<file path="src/rtl/pipe_decode_if.sv">
// Decode-stage bundle: IF/ID handshake, decoded controls, writeback port,
// and the ID/EX register outputs toward EX.
interface pipe_decode_if #(
    parameter int DATA_W = 16
);
    logic              in_valid;
    logic              in_ready;
    logic [15:0]       instr;
    logic [1:0]        imm_size;
    logic              reg_src;
    logic              mem_op;
    logic              mem_read;
    logic              reg_write;
    logic              src1_used;
    logic              src2_used;
    logic              wb_we;
    logic [3:0]        wb_addr;
    logic [DATA_W-1:0] wb_data;
    logic              flush;
    logic              out_valid;
    logic              out_ready;
    logic [DATA_W-1:0] out_imm;
    logic [DATA_W-1:0] out_rd1;
    logic [DATA_W-1:0] out_rd2;
    logic [3:0]        out_src1;
    logic [3:0]        out_src2;
    logic [3:0]        out_dst;
    logic              out_mem_read;
    logic              out_reg_write;
    logic              stall;

    // Upstream/EX side: drives the instruction, writeback and out_ready.
    modport master (
        output in_valid, instr, imm_size, reg_src, mem_op, mem_read, reg_write,
               src1_used, src2_used, wb_we, wb_addr, wb_data, flush, out_ready,
        input  in_ready, out_valid, out_imm, out_rd1, out_rd2, out_src1,
               out_src2, out_dst, out_mem_read, out_reg_write, stall
    );

    // Decode stage itself.
    modport slave (
        input  in_valid, instr, imm_size, reg_src, mem_op, mem_read, reg_write,
               src1_used, src2_used, wb_we, wb_addr, wb_data, flush, out_ready,
        output in_ready, out_valid, out_imm, out_rd1, out_rd2, out_src1,
               out_src2, out_dst, out_mem_read, out_reg_write, stall
    );
endinterface

</file>
<file path="src/rtl/pipe_decode.sv">
// Instruction decode stage: 16-entry register file with optional
// write-through, immediate generation, load-use hazard detection and the
// ID/EX pipeline register with valid/ready flow control.
module pipe_decode #(
    parameter int DATA_W   = 16,
    parameter int ZERO_REG = 0,
    parameter int BYPASS   = 1
) (
    input logic          clk,
    input logic          rst,
    pipe_decode_if.slave bus
);
    logic [DATA_W-1:0] rf [16];
    logic [3:0]        src1, src2, dst;
    logic [DATA_W-1:0] rd1, rd2, imm;
    logic              hazard, in_ready, accept, wb_ok;

    logic              v_q, mr_q, rw_q;
    logic [DATA_W-1:0] imm_q, rd1_q, rd2_q;
    logic [3:0]        src1_q, src2_q, dst_q;

    // Opcode nibble is decoded upstream; it is not needed here.
    logic unused_opcode;
    assign unused_opcode = ^bus.instr[15:12];

    assign src1 = bus.instr[7:4];
    assign dst  = bus.instr[11:8];
    assign src2 = bus.reg_src ? bus.instr[11:8] : bus.instr[3:0];

    // R0 is hard-wired when ZERO_REG is set, so its writes are dropped.
    assign wb_ok = bus.wb_we && !((ZERO_REG != 0) && (bus.wb_addr == 4'd0));

    // Register file: reset clears every entry and also masks a same-cycle write.
    always_ff @(posedge clk) begin
        if (rst) begin
            for (int i = 0; i < 16; i++) rf[i] <= '0;
        end else if (wb_ok) begin
            rf[bus.wb_addr] <= bus.wb_data;
        end
    end

    // Read ports with optional write-through of the in-flight writeback.
    always_comb begin
        rd1 = rf[src1];
        rd2 = rf[src2];
        if ((BYPASS != 0) && bus.wb_we && (bus.wb_addr == src1)) rd1 = bus.wb_data;
        if ((BYPASS != 0) && bus.wb_we && (bus.wb_addr == src2)) rd2 = bus.wb_data;
        if ((ZERO_REG != 0) && (src1 == 4'd0)) rd1 = '0;
        if ((ZERO_REG != 0) && (src2 == 4'd0)) rd2 = '0;
    end

    // Immediate: LLB/LHB patch one byte of the src2 value; memory ops scale by 2.
    always_comb begin
        imm = rd2;
        case (bus.imm_size)
            2'b00:   imm = {{(DATA_W-4){bus.instr[3]}}, bus.instr[3:0]};
            2'b01:   imm = {{(DATA_W-9){bus.instr[8]}}, bus.instr[8:0]};
            2'b10:   imm[7:0]  = bus.instr[7:0];
            default: imm[15:8] = bus.instr[7:0];
        endcase
        if (bus.mem_op) imm = {imm[DATA_W-2:0], 1'b0};
    end

    // Load-use: a load in ID/EX feeding a source here must wait one cycle.
    // A load into hard-wired R0 never produces a value worth waiting for.
    always_comb begin
        hazard = bus.in_valid && v_q && mr_q && rw_q &&
                 ((bus.src1_used && (src1 == dst_q)) ||
                  (bus.src2_used && (src2 == dst_q))) &&
                 !((ZERO_REG != 0) && (dst_q == 4'd0));
        in_ready = !rst && (bus.flush || (!hazard && (!v_q || bus.out_ready)));
        accept   = bus.in_valid && in_ready && !bus.flush;
    end

    // ID/EX register: rst > flush > hazard > accept > drain > hold.
    always_ff @(posedge clk) begin
        if (rst) begin
            v_q    <= 1'b0;
            mr_q   <= 1'b0;
            rw_q   <= 1'b0;
            imm_q  <= '0;
            rd1_q  <= '0;
            rd2_q  <= '0;
            src1_q <= '0;
            src2_q <= '0;
            dst_q  <= '0;
        end else if (bus.flush) begin
            v_q <= 1'b0;
        end else if (hazard) begin
            if (bus.out_ready) v_q <= 1'b0;
        end else if (accept) begin
            v_q    <= 1'b1;
            mr_q   <= bus.mem_read;
            rw_q   <= bus.reg_write;
            imm_q  <= imm;
            rd1_q  <= rd1;
            rd2_q  <= rd2;
            src1_q <= src1;
            src2_q <= src2;
            dst_q  <= dst;
        end else if (v_q && bus.out_ready && !bus.in_valid) begin
            v_q <= 1'b0;
        end
    end

    assign bus.in_ready      = in_ready;
    assign bus.stall         = hazard;
    assign bus.out_valid     = v_q;
    assign bus.out_mem_read  = mr_q;
    assign bus.out_reg_write = rw_q;
    assign bus.out_imm       = imm_q;
    assign bus.out_rd1       = rd1_q;
    assign bus.out_rd2       = rd2_q;
    assign bus.out_src1      = src1_q;
    assign bus.out_src2      = src2_q;
    assign bus.out_dst       = dst_q;
endmodule

</file>
<file path="src/flat_wrapper.sv">
// flat-port wrapper written by rule: the top's interface ports become plain ports
module pipe_decode_flat 
#(
    parameter int DATA_W   = 16,
    parameter int ZERO_REG = 0,
    parameter int BYPASS   = 1
)
  (clk, rst, bus_in_valid, bus_instr, bus_imm_size, bus_reg_src, bus_mem_op, bus_mem_read, bus_reg_write, bus_src1_used, bus_src2_used, bus_wb_we, bus_wb_addr, bus_wb_data, bus_flush, bus_out_ready, bus_in_ready, bus_out_valid, bus_out_imm, bus_out_rd1, bus_out_rd2, bus_out_src1, bus_out_src2, bus_out_dst, bus_out_mem_read, bus_out_reg_write, bus_stall);
  pipe_decode_if #(.DATA_W(DATA_W)) bus_i ();
  input logic clk;
  input logic rst;
  input wire logic [$bits(bus_i.in_valid)-1:0] bus_in_valid;
  input wire logic [$bits(bus_i.instr)-1:0] bus_instr;
  input wire logic [$bits(bus_i.imm_size)-1:0] bus_imm_size;
  input wire logic [$bits(bus_i.reg_src)-1:0] bus_reg_src;
  input wire logic [$bits(bus_i.mem_op)-1:0] bus_mem_op;
  input wire logic [$bits(bus_i.mem_read)-1:0] bus_mem_read;
  input wire logic [$bits(bus_i.reg_write)-1:0] bus_reg_write;
  input wire logic [$bits(bus_i.src1_used)-1:0] bus_src1_used;
  input wire logic [$bits(bus_i.src2_used)-1:0] bus_src2_used;
  input wire logic [$bits(bus_i.wb_we)-1:0] bus_wb_we;
  input wire logic [$bits(bus_i.wb_addr)-1:0] bus_wb_addr;
  input wire logic [$bits(bus_i.wb_data)-1:0] bus_wb_data;
  input wire logic [$bits(bus_i.flush)-1:0] bus_flush;
  input wire logic [$bits(bus_i.out_ready)-1:0] bus_out_ready;
  output wire logic [$bits(bus_i.in_ready)-1:0] bus_in_ready;
  output wire logic [$bits(bus_i.out_valid)-1:0] bus_out_valid;
  output wire logic [$bits(bus_i.out_imm)-1:0] bus_out_imm;
  output wire logic [$bits(bus_i.out_rd1)-1:0] bus_out_rd1;
  output wire logic [$bits(bus_i.out_rd2)-1:0] bus_out_rd2;
  output wire logic [$bits(bus_i.out_src1)-1:0] bus_out_src1;
  output wire logic [$bits(bus_i.out_src2)-1:0] bus_out_src2;
  output wire logic [$bits(bus_i.out_dst)-1:0] bus_out_dst;
  output wire logic [$bits(bus_i.out_mem_read)-1:0] bus_out_mem_read;
  output wire logic [$bits(bus_i.out_reg_write)-1:0] bus_out_reg_write;
  output wire logic [$bits(bus_i.stall)-1:0] bus_stall;
  assign bus_i.in_valid = bus_in_valid;
  assign bus_i.instr = bus_instr;
  assign bus_i.imm_size = bus_imm_size;
  assign bus_i.reg_src = bus_reg_src;
  assign bus_i.mem_op = bus_mem_op;
  assign bus_i.mem_read = bus_mem_read;
  assign bus_i.reg_write = bus_reg_write;
  assign bus_i.src1_used = bus_src1_used;
  assign bus_i.src2_used = bus_src2_used;
  assign bus_i.wb_we = bus_wb_we;
  assign bus_i.wb_addr = bus_wb_addr;
  assign bus_i.wb_data = bus_wb_data;
  assign bus_i.flush = bus_flush;
  assign bus_i.out_ready = bus_out_ready;
  assign bus_in_ready = bus_i.in_ready;
  assign bus_out_valid = bus_i.out_valid;
  assign bus_out_imm = bus_i.out_imm;
  assign bus_out_rd1 = bus_i.out_rd1;
  assign bus_out_rd2 = bus_i.out_rd2;
  assign bus_out_src1 = bus_i.out_src1;
  assign bus_out_src2 = bus_i.out_src2;
  assign bus_out_dst = bus_i.out_dst;
  assign bus_out_mem_read = bus_i.out_mem_read;
  assign bus_out_reg_write = bus_i.out_reg_write;
  assign bus_stall = bus_i.stall;
  pipe_decode #(.DATA_W(DATA_W), .ZERO_REG(ZERO_REG), .BYPASS(BYPASS)) u_core (.clk(clk), .rst(rst), .bus(bus_i));
endmodule
</file>
<file path="config.mk">
export PLATFORM = sky130hd
export DESIGN_NAME = pipe_decode_flat
export DESIGN_NICKNAME = d
export VERILOG_FILES = /design/src/rtl/pipe_decode_if.sv /design/src/rtl/pipe_decode.sv /design/src/flat_wrapper.sv
export SDC_FILE = /design/constraint.sdc
export NUM_CORES = 1
export LEC_CHECK = 0
export CORE_MARGIN = 2
export CORE_UTILIZATION = 60
export DETAILED_ROUTE_END_ITERATION = 8
export PLACE_DENSITY = 0.81
export SLEW_MARGIN = 10
export SYNTH_ARGS = -nofsm -noshare
export SYNTH_HDL_FRONTEND = slang
export SYNTH_SLANG_ARGS = --single-unit
export TNS_END_PERCENT = 5
</file>
<file path="constraint.sdc">
create_clock -name clk -period 3.99 [get_ports clk]
set_input_delay 0.5985 -clock clk [delete_from_list [all_inputs] [get_ports clk]]
set_output_delay 0.5985 -clock clk [all_outputs]
set_load 0.05 [all_outputs]
</file>
Word-level counts from Yosys, hierarchy flattened
Memories as Yosys holds them, arrays and structs flattened. A register that Yosys moved wholly into a read port is not among the register bits.
Cells that the tools add are included.
{"block": "totals", "register_bits": 47, "ram_bits": 256, "in_bits": 50, "out_inout_bits": 65, "word_cells": 62, "memories": 1}
{"block": "op_classes", "eq_ne": 6, "muxes": 17, "n_bitwise": 2, "reduce_logical": 28}
{"memory": "u_core.rf", "depth": 16, "width": 16, "rd": 2, "rd_clocked_by_memory_dff": 1, "write_ports": 16, "line": "pipe_decode.sv:13", "rtl": "logic [DATA_W-1:0] rf [16];"}
{"operator": "16-bit two-way mux", "count": 3}
{"operator": "8-bit one-hot mux with 3 select lines", "count": 1}
{"operator": "8-bit one-hot mux with 2 select lines", "count": 1}
{"operator": "16-bit OR reduction", "count": 1}
{"operator": "1-bit logical AND", "count": 13}
{"operator": "4-bit equality test", "count": 3}
{"operator": "1-bit two-way mux", "count": 10}
{"operator": "4-bit two-way mux", "count": 2}
{"operator": "1-bit zero test", "count": 5}
{"operator": "2-bit OR reduction", "count": 2}
{"operator": "1-bit logical OR", "count": 3}
{"operator": "3-bit AND reduction", "count": 1}
{"operator": "3-bit nonzero test", "count": 1}
{"operator": "2-bit by 1-bit equality test with 1-bit output (second input constant)", "count": 1}
{"operator": "2-bit equality test (second input constant)", "count": 1}
{"operator": "2-bit zero test", "count": 1}
{"operator": "2-bit != test (second input constant)", "count": 1}
{"operator": "1-bit NOT", "count": 2}
{"operator": "2-bit AND reduction", "count": 1}

Depth between registers and ports, before layout
{"block": "depth", "depth_word": 13, "mapped_depth": 12, "ltp_nobuf": 10}

Worst setup path after synthesis
Ideal clock, no wire load.
{"block": "synth_path", "kind": "input to register", "startpoint": "input rst", "endpoint": "memory u_core.rf[1][0] (enable)", "arrival_ps": 2599, "required_ps": 3579, "setup_slack_ps": 979, "cell_stages": 6, "n_path_buf": 2, "cell_sequence": "clkbuf_1 > inv_1 > nand2_1 > or3_1 > clkbuf_1 > o21ai_0"}
{"element": "start, declared", "line": "flat_wrapper.sv:11", "rtl": "input logic rst;"}
{"element": "end, declared", "line": "pipe_decode.sv:13"}

Worst setup path after layout
{"block": "layout_path", "startpoint": "input bus_reg_src", "endpoint": "output bus_in_ready"}
{"block": "layout_via", "elab_chain_len": 9}
{"element": "start, declared", "line": "flat_wrapper.sv:15", "rtl": "input wire logic [$bits(bus_i.reg_src)-1:0] bus_reg_src;"}
{"element": "4-bit two-way mux", "line": "pipe_decode.sv:28", "rtl": "assign src2 = bus.reg_src ? bus.instr[11:8] : bus.instr[3:0];"}
{"element": "4-bit equality test", "line": "pipe_decode.sv:69", "rtl": "(bus.src2_used && (src2 == dst_q))) &&"}
{"element": "1-bit logical AND", "line": "pipe_decode.sv:69"}
{"element": "1-bit logical OR", "line": "pipe_decode.sv:68", "rtl": "((bus.src1_used && (src1 == dst_q)) ||"}
{"element": "1-bit logical AND", "line": "pipe_decode.sv:67", "rtl": "hazard = bus.in_valid && v_q && mr_q && rw_q &&"}
{"element": "1-bit zero test", "line": "pipe_decode.sv:71", "rtl": "in_ready = !rst && (bus.flush || (!hazard && (!v_q || bus.out_ready)));"}
{"element": "1-bit logical AND", "line": "pipe_decode.sv:71"}
{"element": "1-bit logical OR", "line": "pipe_decode.sv:71"}
{"element": "1-bit logical AND", "line": "pipe_decode.sv:71"}
{"element": "end, declared", "line": "flat_wrapper.sv:26", "rtl": "output wire logic [$bits(bus_i.in_ready)-1:0] bus_in_ready;"}
No other way between the ends.

==> results.txt <==
After detailed placement, the design holds a cell count of 1,809. The number of buffers inserted by hold repair at cts is 0. The detail-routed net length per standard cell is 27.1 um. The site row count came out at 61. Once layout is complete, the utilization of the core stands at 0.714.

For this design, the sink count on the clock tree is 319. The biggest area contributor in the post-synthesis netlist is edfxtp_1. The number of buffers inserted during clock tree synthesis is 35.

In this run the remaining antenna-violating nets after routing total 0. The finished layout holds 1,871 standard cells, fillers aside. TritonCTS built the clock tree.

Compared with the post-synthesis result, the final layout area differs by 16.7%. The first TritonRoute pass finished after 6 iterations. The cell at the root of the clock tree is clkbuf_16. The number of max-slew violations in the final report is 0. The number of vias per cell came out at 6.81.

Setup repair after global routing left no endpoint under its margin. The cell count after synthesis is 1,358. In the global route stage, overall resource usage came out at 0.336.

The worst endpoint required time is 3.39 ns. The final clock period utilization by the worst path is 0.892. The post-place instance area came out at 0.0188 mm^2.

The async set or reset register ratio after synthesis came out at 0. The total via count in the routed design came out at 12,700. The net count after synthesis came out at 1,412.

The min-delay analysis places its worst path in the category register to register. After synthesis, the cell types taking the most area are edfxtp_1 (45%), mux4_2 (14%), and2_1 (7.8%), dfxtp_1 (7.4%), mux2i_1 (2.8%). The longest clock path from root to sink contains 3 buffers. The type of destination of the critical path is a primary output. After clock tree synthesis, the clock-pin slew on the worst setup and hold paths is 0.06 ns. The layout has 1,840 filler cells. The initial cell density of the core came out at 0.612. 115 I/O pins were placed. The width of the die came out at 173 um. The final worst hold slack is 0.462 ns. Of the total power, the clock network draws 0.364. The power per standard cell area is 423 mW/mm^2. The net switching power is 2.25 mW. The critical-path maximum fanout came out at 13.

The analysis attributes to cell leakage a power of 7.05 nW. The transition at the pin with the smallest max-transition slack came out at 1.19 ns. The total wire length after detailed routing came out at 50,600 um. After layout, the worst setup slack is 0.430 ns. The switching share of power is 0.268. In this run the cell area of the synthesized design comes to 0.0171 mm^2.

The worst slew margin relative to its limit came out at 0.205. The number of antenna violations at the first check in global routing came to 1. The share of total power dissipated in sequential elements is 0.463. The share of post-route cells with drive strength above 1 is 0.187. Each instance of the synthesized netlist takes up on average 12.6 um^2. The global-route congestion overflow total came out at 0. The setup total negative slack came out at 0 ns. The portion of synthesized cell area occupied by the leading cell type came out at 0.451.

The global-route wire length before repair is 75,300 um. Of the total power, combinational logic draws 0.173. The data arrival time of the critical path is 2.96 ns. The routability congestion estimate from global placement came out at 0.920. The die is 173 um tall. The worst slack at placement is 0.134 ns. Setup violations remaining at the end of the flow were counted as 0. The via count of the first global-routing pass came to 12,400. The number of instances resized during post-cts repair is 0. The synthesized flop and latch total came out at 319.

The number of port buffers is 110. The flow ran to the end, and the final reports show no timing, DRC or antenna violations. The number of enable-type register cells in the synthesized netlist came out at 256.

After the first detailed-routing iteration, the DRC count stood at 1,705. Summing all non-filler instances in the final layout gives an area of 0.0199 mm^2. Internal power comes to 6.16 mW.

The deepest level of the CTS H-tree came out at 2. The pin count of the biggest net entering global routing came out at 56. The critical path in this run is classified as input pin to primary output.

The minimum clock period came out at 3.56 ns. In this run, distinct cell masters in the synthesized netlist total 69. The floorplan step defined a die boundary enclosing 0.0298 mm^2. The number of hold-slack violations in the final timing report came out at 0. After floorplanning, the core was sized to cover 0.0279 mm^2. The final net count is 1,522. The clock latency on the worst-skew pair is 0.52 ns. VDD sags by at most 0.000413 V.

For this run, design rule violations remaining after detail routing come to 0. The total power draw is 8.41 mW. The most frequently used flop master after synthesis is edfxtp_1.

The number of warnings reported in the yosys synthesis log came out at 0. The clock tree skew after final layout came out at 0.0216 ns. STA classifies the critical path startpoint as an input pin. The count of max-cap constraint violations is 0. Timing would allow up to 281 MHz.

Detailed placement finished with a half-perimeter wire length of 34,400 um. The share of the Yosys chip area taken by registers is 0.525. The number of buffers inserted by post-CTS setup repair came out at 0.
==> worst paths after layout <==
kind              slack (ns)                                from                                  to  cells after the start
setup reg to reg        1.57       u_core.rf[9][4]$_SDFFCE_PN0P_  u_core.bus.out_imm[5]$_SDFFE_PP0P_                      8
setup / recovery        0.43                         bus_reg_src                        bus_in_ready                      9
hold reg to reg         0.46  u_core.bus.out_rd2[2]$_SDFFE_PP0P_  u_core.bus.out_rd2[2]$_SDFFE_PP0P_                      2
hold / removal          0.46  u_core.bus.out_rd2[2]$_SDFFE_PP0P_  u_core.bus.out_rd2[2]$_SDFFE_PP0P_                      2
==> per-layer routing <==
| layer | up-vias | GRT usage | wire [um] |
|---|---|---|---|
| li1 | 5357 | - | - |
| met2 | 1025 | 0.530 | 23700 |
| met3 | 163 | 0.0864 | 6890 |
| met1 | 6188 | 0.446 | 17700 |
| met4 | 0 | 0.148 | 2300 |
| met5 | - | 0 | 0 |
==> power by group through the flow <==
| stage | Combinational (mW) | Sequential (mW) | Clock [mW] |
|---|---|---|---|
| 3_5_place_dp | 1.42 | 3.96 | 0 |
| 3_3_place_gp | 1.39 | 3.94 | 0 |
| 4_1_cts | 1.43 | 3.89 | 3.06 |
| 2_1_floorplan | 0.750 | 4.06 | 0 |
| 5_1_grt | 1.51 | 3.91 | 3.18 |
| 6_report | 1.46 | 3.90 | 3.06 |
==> layout make-up <==
type                    count  area [um^2]  share of cell area
clock inverters            15          118             0.00591
inverters                  14         52.6             0.00264
repair buffers            203         1940              0.0973
diodes                      1         2.50            0.000126
well taps                 378          473              0.0238
clock buffers              46          938              0.0471
multi-input cells         895         7430               0.373
flip-flops and latches    319         8950               0.450
==> layout by cell type (no fill, tap or decap), drive strengths merged, types with 8 or more instances in the layout <==
master,count
a31oi,10
o21ai,46
nand3,56
a21oi,18
mux2i,51
and2,213
nor2,47
clkbuf,46
clkinv,15
xnor2,11
mux4,113
buf,97
nor3,52
nor4,12
nand4,8
nand2b,14
nand2,114
a211oi,19
o31ai,9
edfxtp,256
inv,12
clkdlybuf4s50,106
a221oi,16
dfxtp,63
==> logic make-up (layout without fill, tap and decap cells) <==
family / Yosys count / after routing / share of synthesized area
mux: 171 / 171 / 0.187
buf+inv: 144 / 278 / 0.0406
flops: 319 / 319 / 0.525
other cells: 0 / 1 / 0
compound gates: 169 / 169 / 0.0692
simple gates: 538 / 538 / 0.168
xor+xnor: 13 / 13 / 0.00712
fa+ha+maj: 4 / 4 / 0.00294
==> cell usage after synthesis, types with 7 or more instances <==
master and count:
buf_2 29, o31ai_1 9, mux2i_1 48, inv_1 11, a21oi_1 17, a221oi_1 13, nand3_1 56, mux4_1 8
xnor2_1 10, buf_1 14, nor3_1 50, a211oi_1 19, nor2_1 47, a22oi_1 7, nand2b_1 13, mux4_2 105
nand2_1 112, clkbuf_1 73, and2_1 212, dfxtp_1 63, buf_6 8, nor4_1 12, o211ai_1 7, a31oi_1 10
nand4_1 8, edfxtp_1 256, o21ai_0 45
==> sequential cells by signal, indices dropped and copies added, names as in the netlist <==
signal,count
u_core.rf,256
u_core.bus.out_reg_write,1
u_core.bus.out_imm,16
u_core.bus.out_rd1,16
u_core.bus.out_src2,4
u_core.bus.out_src1,4
u_core.bus.out_dst,4
u_core.bus.out_valid,1
u_core.bus.out_mem_read,1
u_core.bus.out_rd2,16
==> worst max-delay path: stages <==
cell             delay [ns]
clkdlybuf4s50_1        0.60
mux2i_4                0.46
buf_4                  0.35
xnor2_1                0.09
and3_1                 0.18
a21oi_2                0.23
a21oi_1                0.09
nor2_1                 0.19
buf_12                 0.17
No activity file was read; power rests on OpenSTA's default activity.
